### src/rtl/instruction_queue.sv
// FIFO of fetched instruction words between fetch and decode, head presented
// first-word-fall-through and pre-split into opcode/operand, with flush and sticky error flags.
module instruction_queue #(
  parameter int INSTRUCTION_WIDTH = 16,
  parameter int OPCODE_WIDTH      = 5,
  parameter int DEPTH             = 4
) (
  input  logic                                      clock,
  input  logic                                      iq_reset,
  input  logic [INSTRUCTION_WIDTH-1:0]              iq_in,
  input  logic                                      iq_wr,
  input  logic                                      iq_rd,
  input  logic                                      iq_flush,
  output logic [INSTRUCTION_WIDTH-1:0]              iq_out,
  output logic [OPCODE_WIDTH-1:0]                   iq_opcode,
  output logic [INSTRUCTION_WIDTH-OPCODE_WIDTH-1:0] iq_operand,
  output logic [$clog2(DEPTH+1)-1:0]                iq_count,
  output logic                                      iq_empty,
  output logic                                      iq_full,
  output logic                                      iq_ovf,
  output logic                                      iq_udf
);

  localparam int CW = $clog2(DEPTH+1);
  localparam int PW = $clog2(DEPTH);

  logic [INSTRUCTION_WIDTH-1:0] r_mem [DEPTH];
  logic [PW-1:0]                r_wrPtr;
  logic [PW-1:0]                r_rdPtr;
  logic [CW-1:0]                r_count;
  logic                         r_ovf;
  logic                         r_udf;

  logic          w_empty;
  logic          w_full;
  logic          w_popOk;
  logic          w_pushOk;
  logic [PW-1:0] w_wrPtrNext;
  logic [PW-1:0] w_rdPtrNext;

  assign w_empty  = (r_count == '0);
  assign w_full   = (r_count == CW'(DEPTH));
  // A pop frees the tail slot in the same edge, so a full queue can still accept a push.
  assign w_popOk  = iq_rd && !w_empty;
  assign w_pushOk = iq_wr && (!w_full || w_popOk);

  // DEPTH need not be a power of two, so wrap by explicit compare.
  assign w_wrPtrNext = (r_wrPtr == PW'(DEPTH-1)) ? '0 : r_wrPtr + PW'(1);
  assign w_rdPtrNext = (r_rdPtr == PW'(DEPTH-1)) ? '0 : r_rdPtr + PW'(1);

  always_ff @(posedge clock) begin
    if (!iq_flush && w_pushOk) begin
      r_mem[r_wrPtr] <= iq_in;
    end
  end

  always_ff @(posedge clock or posedge iq_reset) begin
    if (iq_reset) begin
      r_wrPtr <= '0;
      r_rdPtr <= '0;
      r_count <= '0;
      r_ovf   <= 1'b0;
      r_udf   <= 1'b0;
    end else if (iq_flush) begin
      r_wrPtr <= '0;
      r_rdPtr <= '0;
      r_count <= '0;
    end else begin
      if (w_pushOk) begin
        r_wrPtr <= w_wrPtrNext;
      end
      if (w_popOk) begin
        r_rdPtr <= w_rdPtrNext;
      end
      case ({w_pushOk, w_popOk})
        2'b10:   r_count <= r_count + CW'(1);
        2'b01:   r_count <= r_count - CW'(1);
        default: r_count <= r_count;
      endcase
      if (iq_wr && !w_pushOk) begin
        r_ovf <= 1'b1;
      end
      if (iq_rd && w_empty) begin
        r_udf <= 1'b1;
      end
    end
  end

  // Empty gating keeps never-written or already-popped storage off the outputs.
  assign iq_out     = w_empty ? '0 : r_mem[r_rdPtr];
  assign iq_opcode  = iq_out[INSTRUCTION_WIDTH-1 -: OPCODE_WIDTH];
  assign iq_operand = iq_out[INSTRUCTION_WIDTH-OPCODE_WIDTH-1:0];
  assign iq_count   = r_count;
  assign iq_empty   = w_empty;
  assign iq_full    = w_full;
  assign iq_ovf     = r_ovf;
  assign iq_udf     = r_udf;

endmodule

### config.mk
export PLATFORM = sky130hd
export DESIGN_NAME = instruction_queue
export DESIGN_NICKNAME = d
export VERILOG_FILES = /design/src/rtl/instruction_queue.sv
export SDC_FILE = /design/constraint.sdc
export NUM_CORES = 1
export LEC_CHECK = 0
export ABC_AREA = 1
export BUFFER_PORTS_ARGS = -buffer_cell sky130_fd_sc_hd__clkbuf_2
export CAP_MARGIN = 20
export CORE_MARGIN = 2
export CORE_UTILIZATION = 55
export CTS_CLUSTER_DIAMETER = 50
export CTS_CLUSTER_SIZE = 12
export DETAILED_ROUTE_END_ITERATION = 10
export GPL_ROUTABILITY_DRIVEN = 0
export PLACE_DENSITY_LB_ADDON = 0.2
export SLEW_MARGIN = 20
export SYNTH_ARGS = -nofsm -noshare
export SYNTH_HDL_FRONTEND = slang
export SYNTH_SLANG_ARGS = --single-unit
### constraint.sdc
create_clock -name clock -period 2.6 [get_ports clock]
set_input_delay 0.13 -clock clock [delete_from_list [all_inputs] [get_ports clock]]
set_output_delay 0.13 -clock clock [all_outputs]
set_load 0.02 [all_outputs]
==> results of run 1 <==
## worst min-delay path by stage
stage,depth (start not counted),slack [ps],start,endpoint
2_1_floorplan,1,-40,iq_reset,iq_count[0]
3_3_place_gp,2,110,iq_reset,iq_udf
3_5_place_dp,2,110,iq_reset,r_rdPtr[0]
4_1_cts,1,0.09,iq_in[6],r_mem[1][6]
5_1_grt,1,1,iq_in[7],r_mem[2][7]
6_report,1,9,iq_in[7],r_mem[2][7]
## logic make-up (layout without fill, tap and decap cells)
kind of cell | Yosys count | in the layout | share of synthesized area, %
buffers and inverters | 48 | 112 | 8.44
adder cells (fa/ha/maj) | 6 | 6 | 2.56
AO/OA/AOI/OAI | 55 | 55 | 9.37
AND/OR/NAND/NOR | 102 | 102 | 13.2
flip-flops | 73 | 73 | 66.5
## registers in the layout, summed over array words and instances, names as in the netlist
signal	cells
iq_udf	1
iq_ovf	1
iq_count	3
r_rdPtr	2
r_wrPtr	2
r_mem	64
## layout make-up
type	instances	area share [%]
multi-input cells	163	21.4
inverters	20	1.98
clock buffers	10	3.36
clock inverters	6	2.80
repair buffers	76	11.6
flip-flops and latches	73	56.5
well taps	72	2.37
## layer usage
layer	vias to the layer above	track usage, %	wire length [um]
met5	-	0	0
met4	0	9.15	42
met3	6	3.82	325
met2	68	35.3	3220
met1	1019	24.2	2530
li1	1069	-	-
## critical path: stages, from the launching register on
cell,delay (ps)
dfrtp_1,490
buf_4,300
nor2_1,90
nor2_1,120
o21ai_0,110
a21oi_1,240
clkbuf_2,210
## power groups by stage
stage	clock, uW	sequential (uW)	combinational [uW]
after floorplan	0	1450	1190
after CTS	1030	1420	1480
after global placement	0	1440	1440
after detailed placement	0	1450	1470
final	1030	1420	1470
after global routing	1090	1430	1600
## layout by cell type, fill, tap and decap left out, types with 2 or more instances in the layout
master / synthesis / layout
nand3_1: 8 / 8
nand2_1: 15 / 15
bufinv_16: 0 / 3
dlygate4sd3_1: 0 / 7
o21ai_0: 27 / 27
clkinv_1: 0 / 2
o21ai_1: 7 / 7
buf_4: 23 / 10
edfxtp_1: 64 / 64
a21oi_1: 16 / 16
inv_2: 6 / 6
nand2_2: 5 / 5
dfrtp_1: 9 / 9
ha_1: 5 / 5
clkbuf_2: 3 / 59
clkbuf_8: 0 / 9
nor2_1: 69 / 69
inv_1: 14 / 14
## stage by stage
stage,area (um^2),setup slack [ps],cells
3_5_place_dp,3490,757,397
3_3_place_gp,3490,848,397
5_1_grt,3800,432,420
2_1_floorplan,3230,549,284
6_report,3800,573,420
4_1_cts,3800,547,420
==> out/qor.txt, run 1 <==
Buffer depth of the longest clock path = 2
Mean routed wirelength per cell = 14.6 um
Via/cell ratio = 5.15
Site Rows = 27
Max Fclk = 493 MHz
Critical Path AT = 1900 ps
Worst setup endpoint = iq_opcode[0]
DP HPWL = 3830 um
Avg Synthesized Cell Area = 11.4 um^2
Crit path max fanout = 19
Vias in the first global route = 1985
Post-synth top cells = 69 x nor2_1, 64 x edfxtp_1, 27 x o21ai_0, 23 x buf_4, 16 x a21oi_1
CTS Root Cell = clkbuf_8
Multi-input logic area = 811 um^2
Post-layout util = 68.1%
Initial antenna violation count = 0
Die extent in y = 80.6 um
Die Width = 80.6 um
Switch share = 38.1%
RSZ-0062 raised after global routing = false
Final Cycle Share = 77.9%
Port bufs = 59
Clock network fraction of design power = 26.2%
Hold_ws = 8.69 ps
Synthesis Warnings = 0
1st-iter DRT viols = 116
Flops & latches, synth = 73
Grt ovf = 0
CTS Hold Bufs = 7
Final min period = 2030 ps
Num CTS Buffers = 9
Die area = 0.00650 mm^2
CTS Sinks = 73
Pin count of the biggest net entering global routing = 33
Routed WL = 6110 um
Setup Crit Path Kind = register to output port
Postcts setup bufs = 0
Post-synthesis sequential area ratio = 66.5%
Post-synth top area cell = edfxtp_1
Area growth syn-to-layout = 17.5%
Reg power frac = 36.3%
WP data required = 2470 ps
Hold Crit Class = input port to register
Part of the power in combinational logic = 37.5%
Final Skew = 9.61 ps
CP Capture Type = output port
Synth Cell Area = 0.00323 mm^2
First-pass GRT wire length = 9250 um
Yosys cell types = 26
Pleak = 0.00157 uW
Diodes inserted = 0
Max VDD drop = 0.753 mV
R2R Path Start = iq_count[0]
Synth Instances = 284
First drt pass iteration count = 4
Via count = 2162
DRC Markers = 0
RR Endpoint = iq_count[2]
Final hold vios = 0
Cells on worst reg2reg path = 13
Worst setup path start = r_rdPtr[0]
Async SR Flop Fraction = 12.3%
Clock latency on the worst-skew pair = 340 ps
Final setup vio count = 0
Slew Limit Headroom = 69.1%
Number of gates resized after cts = 0
Reg clk slew, reported paths = 80 ps
Setup TNS = 0 ps
Syn_nets = 311
Main synth FF type = edfxtp_1
Post-synth EDFFs = 64
CTS tree = done
Least-Margin Pin Slew = 462 ps
Reg2Reg Setup Slack = 750 ps
Design Power = 3910 uW
Initial core utilization = 58.0%
Switching power = 1490 uW
Ports = 60
Post-route ant nets = 0
Core area = 0.00557 mm^2
Register area = 0.00215 mm^2
CP Launch Type = register
Pins Over Slew Limit = 0
Max_cap viols = 0
Internal Power = 2420 uW
Share of layout cells above drive strength 1 = 28.4%
H-Tree Depth = 3
Status = complete, no violations
Post-synth top area share = 59.5%
Top-count cell post-synth = nor2_1
Total power per unit cell area = 1030 mW/mm^2
Total track usage = 20.2%
Synth area leaders = edfxtp_1 59%, nor2_1 8.0%, dfrtp_1 7.0%
Filler cells = 419
Nets = 370
No activity file was read; power rests on OpenSTA's default activity.
==> run 2, diff against run 1 <==
--- a/config.mk
+++ b/config.mk
@@ -9,7 +9,7 @@
 export BUFFER_PORTS_ARGS = -buffer_cell sky130_fd_sc_hd__clkbuf_2
 export CAP_MARGIN = 20
 export CORE_MARGIN = 2
-export CORE_UTILIZATION = 55
+export CORE_UTILIZATION = 50
 export CTS_CLUSTER_DIAMETER = 50
 export CTS_CLUSTER_SIZE = 12
 export DETAILED_ROUTE_END_ITERATION = 10
==> constraint.sdc (replaced) <==
create_clock -name clock -period 1.7 [get_ports clock]
set_input_delay 0.085 -clock clock [delete_from_list [all_inputs] [get_ports clock]]
set_output_delay 0.085 -clock clock [all_outputs]
set_load 0.02 [all_outputs]
==> out/qor.txt, run 2 (synthesis gave the netlist of run 1 again) <==
Status = complete, no violations
Cells on worst reg2reg path = 12 (-1)
Initial core utilization = 51.2% (-6.8 points)
DP Area = 0.00360 mm^2 (+3.1%)
Total power per unit cell area = 1560 mW/mm^2 (+51%)
Core area = 0.00631 mm^2 (+13%)
Most Crowded Layer GR = met2
Top cell by count, worst path = nor2_1
Port bufs = 59 (unchanged)
Die extent in y = 84.4 um (+4.6%)
Diodes inserted = 0 (unchanged)
Num CTS Buffers = 9 (unchanged)
Ports = 60 (unchanged)
Vias in the first global route = 2224 (+12%)
Final Cycle Share = 99.2%
First drt pass iteration count = 4 (unchanged)
DRC Markers = 0 (unchanged)
Setup Crit Path Kind = register to output port
CP Launch Type = register
Crit path max fanout = 21 (+2)
Slew Limit Headroom = 75.2% (+6.1 points)
CTS Sinks = 73 (unchanged)
Final min period = 1690 ps
Largest register FFs = 64 (unchanged)
Final Skew = 5.56 ps (-4.06 ps)
Total track usage = 19.4% (-0.82 points)
Die area = 0.00712 mm^2 (+9.5%)
Setup TNS = 0 ps (unchanged)
Post-route cell area = 0.00418 mm^2 (+10%)
Grt met3 use = 3.34% (-0.48 points)
Part of the power in combinational logic = 44.7% (+7.2 points)
CP top delay family = flip-flops
First-pass GRT wire length = 10500 um (+14%)
Share of layout cells above drive strength 1 = 36.1% (+7.6 points)
1st-iter DRT viols = 87 (-25%)
Clock latency on the worst-skew pair = 340 ps (about the same)
CTS Root Cell = clkbuf_8
Switching power = 2470 uW (+65%)
Switch share = 37.8% (-0.25 points)
Least-Margin Pin Slew = 371 ps (-91.0 ps)
Pins Over Slew Limit = 0 (unchanged)
Post-route ant nets = 0 (unchanged)
Reg clk slew, reported paths = 70 ps (about the same)
WP data required = 1620 ps (-850 ps)
Final hold vios = 0 (unchanged)
Critical path depth = 6 (unchanged)
Initial antenna violation count = 0 (unchanged)
Design Power = 6510 uW (+66%)
CTS tree = done
H-Tree Depth = 3 (unchanged)
Site Rows = 29 (+7.4%)
Buffer depth of the longest clock path = 2 (unchanged)
Delay of the slowest critical-path stage = 430 ps (-60 ps)
GRT met2 Usage = 32.5% (-2.8 points)
Internal Power = 4050 uW (+67%)
Via/cell ratio = 4.95 (-3.8%)
Max Fclk = 593 MHz
Final setup vio count = 0 (unchanged)
Pleak = 0.00171 uW (+9.2%)
Hold Crit Depth = 3 (+2)
Commonest non-fill, non-tap cells in the layout = 65 x nor2_1, 64 x edfxtp_1, 42 x buf_4
Routed WL = 6550 um (+7.1%)
Grt ovf = 0 (unchanged)
Hold Crit Class = input port to register
Final cell count without fillers = 451 (+7.4%)
Most flop-heavy register = r_mem
DP HPWL = 4110 um (+7.3%)
Max VDD drop = 1.00 mV (+33%)
Critical Path AT = 1600 ps (-300 ps)
Clock network fraction of design power = 22.4% (-3.8 points)
Nets = 396 (+7.0%)
Area growth syn-to-layout = 29.5%
Pin count of the biggest net entering global routing = 22 (-33%)
CP max stage cell = dfrtp_2
Die Width = 84.4 um (+4.6%)
Most common cell after layout, fill and taps aside = nor2_1
Max_cap viols = 0 (unchanged)
Crit path buf inv count = 2 (unchanged)
Reg power frac = 32.9% (-3.4 points)
Placed cell count = 411 (+3.5%)
CP Capture Type = output port
Via count = 2234 (+3.3%)
Mean routed wirelength per cell = 14.5 um (-0.23%)
Critical-path cell list = buf_12 -> nor2_1 -> nor2_1 -> o21ai_0 -> a21oi_1 -> buf_2
RSZ-0062 raised after global routing = true
Grt met1 use = 24.6% (+0.44 points)
## run 2: changes by cell type in the layout (fill, tap and decap cells not counted), sizes merged
| cell | change |
|---|---|
| dlygate4sd3 | +11 |
| buf | +45 |
| clkinvlp | +1 |
| bufinv | -1 |
| clkinv | +1 |
| clkbuf | -31 |
## run 2: power by group through the flow
stage | Combinational [uW] | Clock (uW) | Sequential, uW
floorplan | 1840 | 0 | 2230
global placement | 2430 | 0 | 2170
detailed placement | 2470 | 0 | 2180
CTS | 2620 | 1490 | 2140
global route | 3140 | 1560 | 2150
finish | 2910 | 1460 | 2140
## run 2: area by class of cell
type                       count  area, um^2
multi-input combinational    163         863
timing repair buffer         102         776
clock buffer                   9         124
fill                         477        2130
tap                           77        96.3
sequential                    73        2150
inverter                      20        77.6
clock inverter                 7        95.1
## run 2: worst register-to-register path, delay by kind of cell, from the launching register on
kind / cells / cell delay (ps)
buf+inv: 2 / 110
simple gates: 9 / 720
flops: 1 / 430
fa+ha+maj: 1 / 360
## run 2: final timing paths
path / startpoint / to / slack [ps]
max: r_rdPtr[0] / iq_opcode[3] / 10
min: iq_wr / iq_ovf / 60
max in group asynchronous: iq_reset / iq_count[0] / 1180
min in group asynchronous: iq_reset / iq_udf / 240
min reg2reg: iq_udf / iq_udf / 470
max reg2reg: iq_count[1] / iq_count[2] / 40
## run 2: metrics by stage
step / hold slack (ps) / setup WS (ps) / utilization [%]
after floorplan: -87.2 / -40.7 / -
after global placement: 64.2 / 94.2 / 57.1
after detailed placement: 55.1 / 2.76 / 57.1
after CTS: 46.4 / -11.7 / 64.3
after global routing: 91.9 / -116 / 66.3
final: 57.0 / 12.8 / 66.3
## run 2: what timing repair did
item / in CTS / in global routing
hold endpoints to repair: 74 / 0
endpoints found under the setup margin: 33 / 40
hold buffers: 18 / 0
gates cloned: 0 / 0
pin swaps: 1 / 11
resized for setup: 8 / 69
setup buffers: 3 / 3
## run 2: layer usage
| layer | vias to the layer above | wire, um |
|---|---|---|
| met4 | 0 | 109 |
| met3 | 10 | 208 |
| met2 | 52 | 3330 |
| li1 | 1122 | - |
| met1 | 1050 | 2900 |
| met5 | - | 0 |
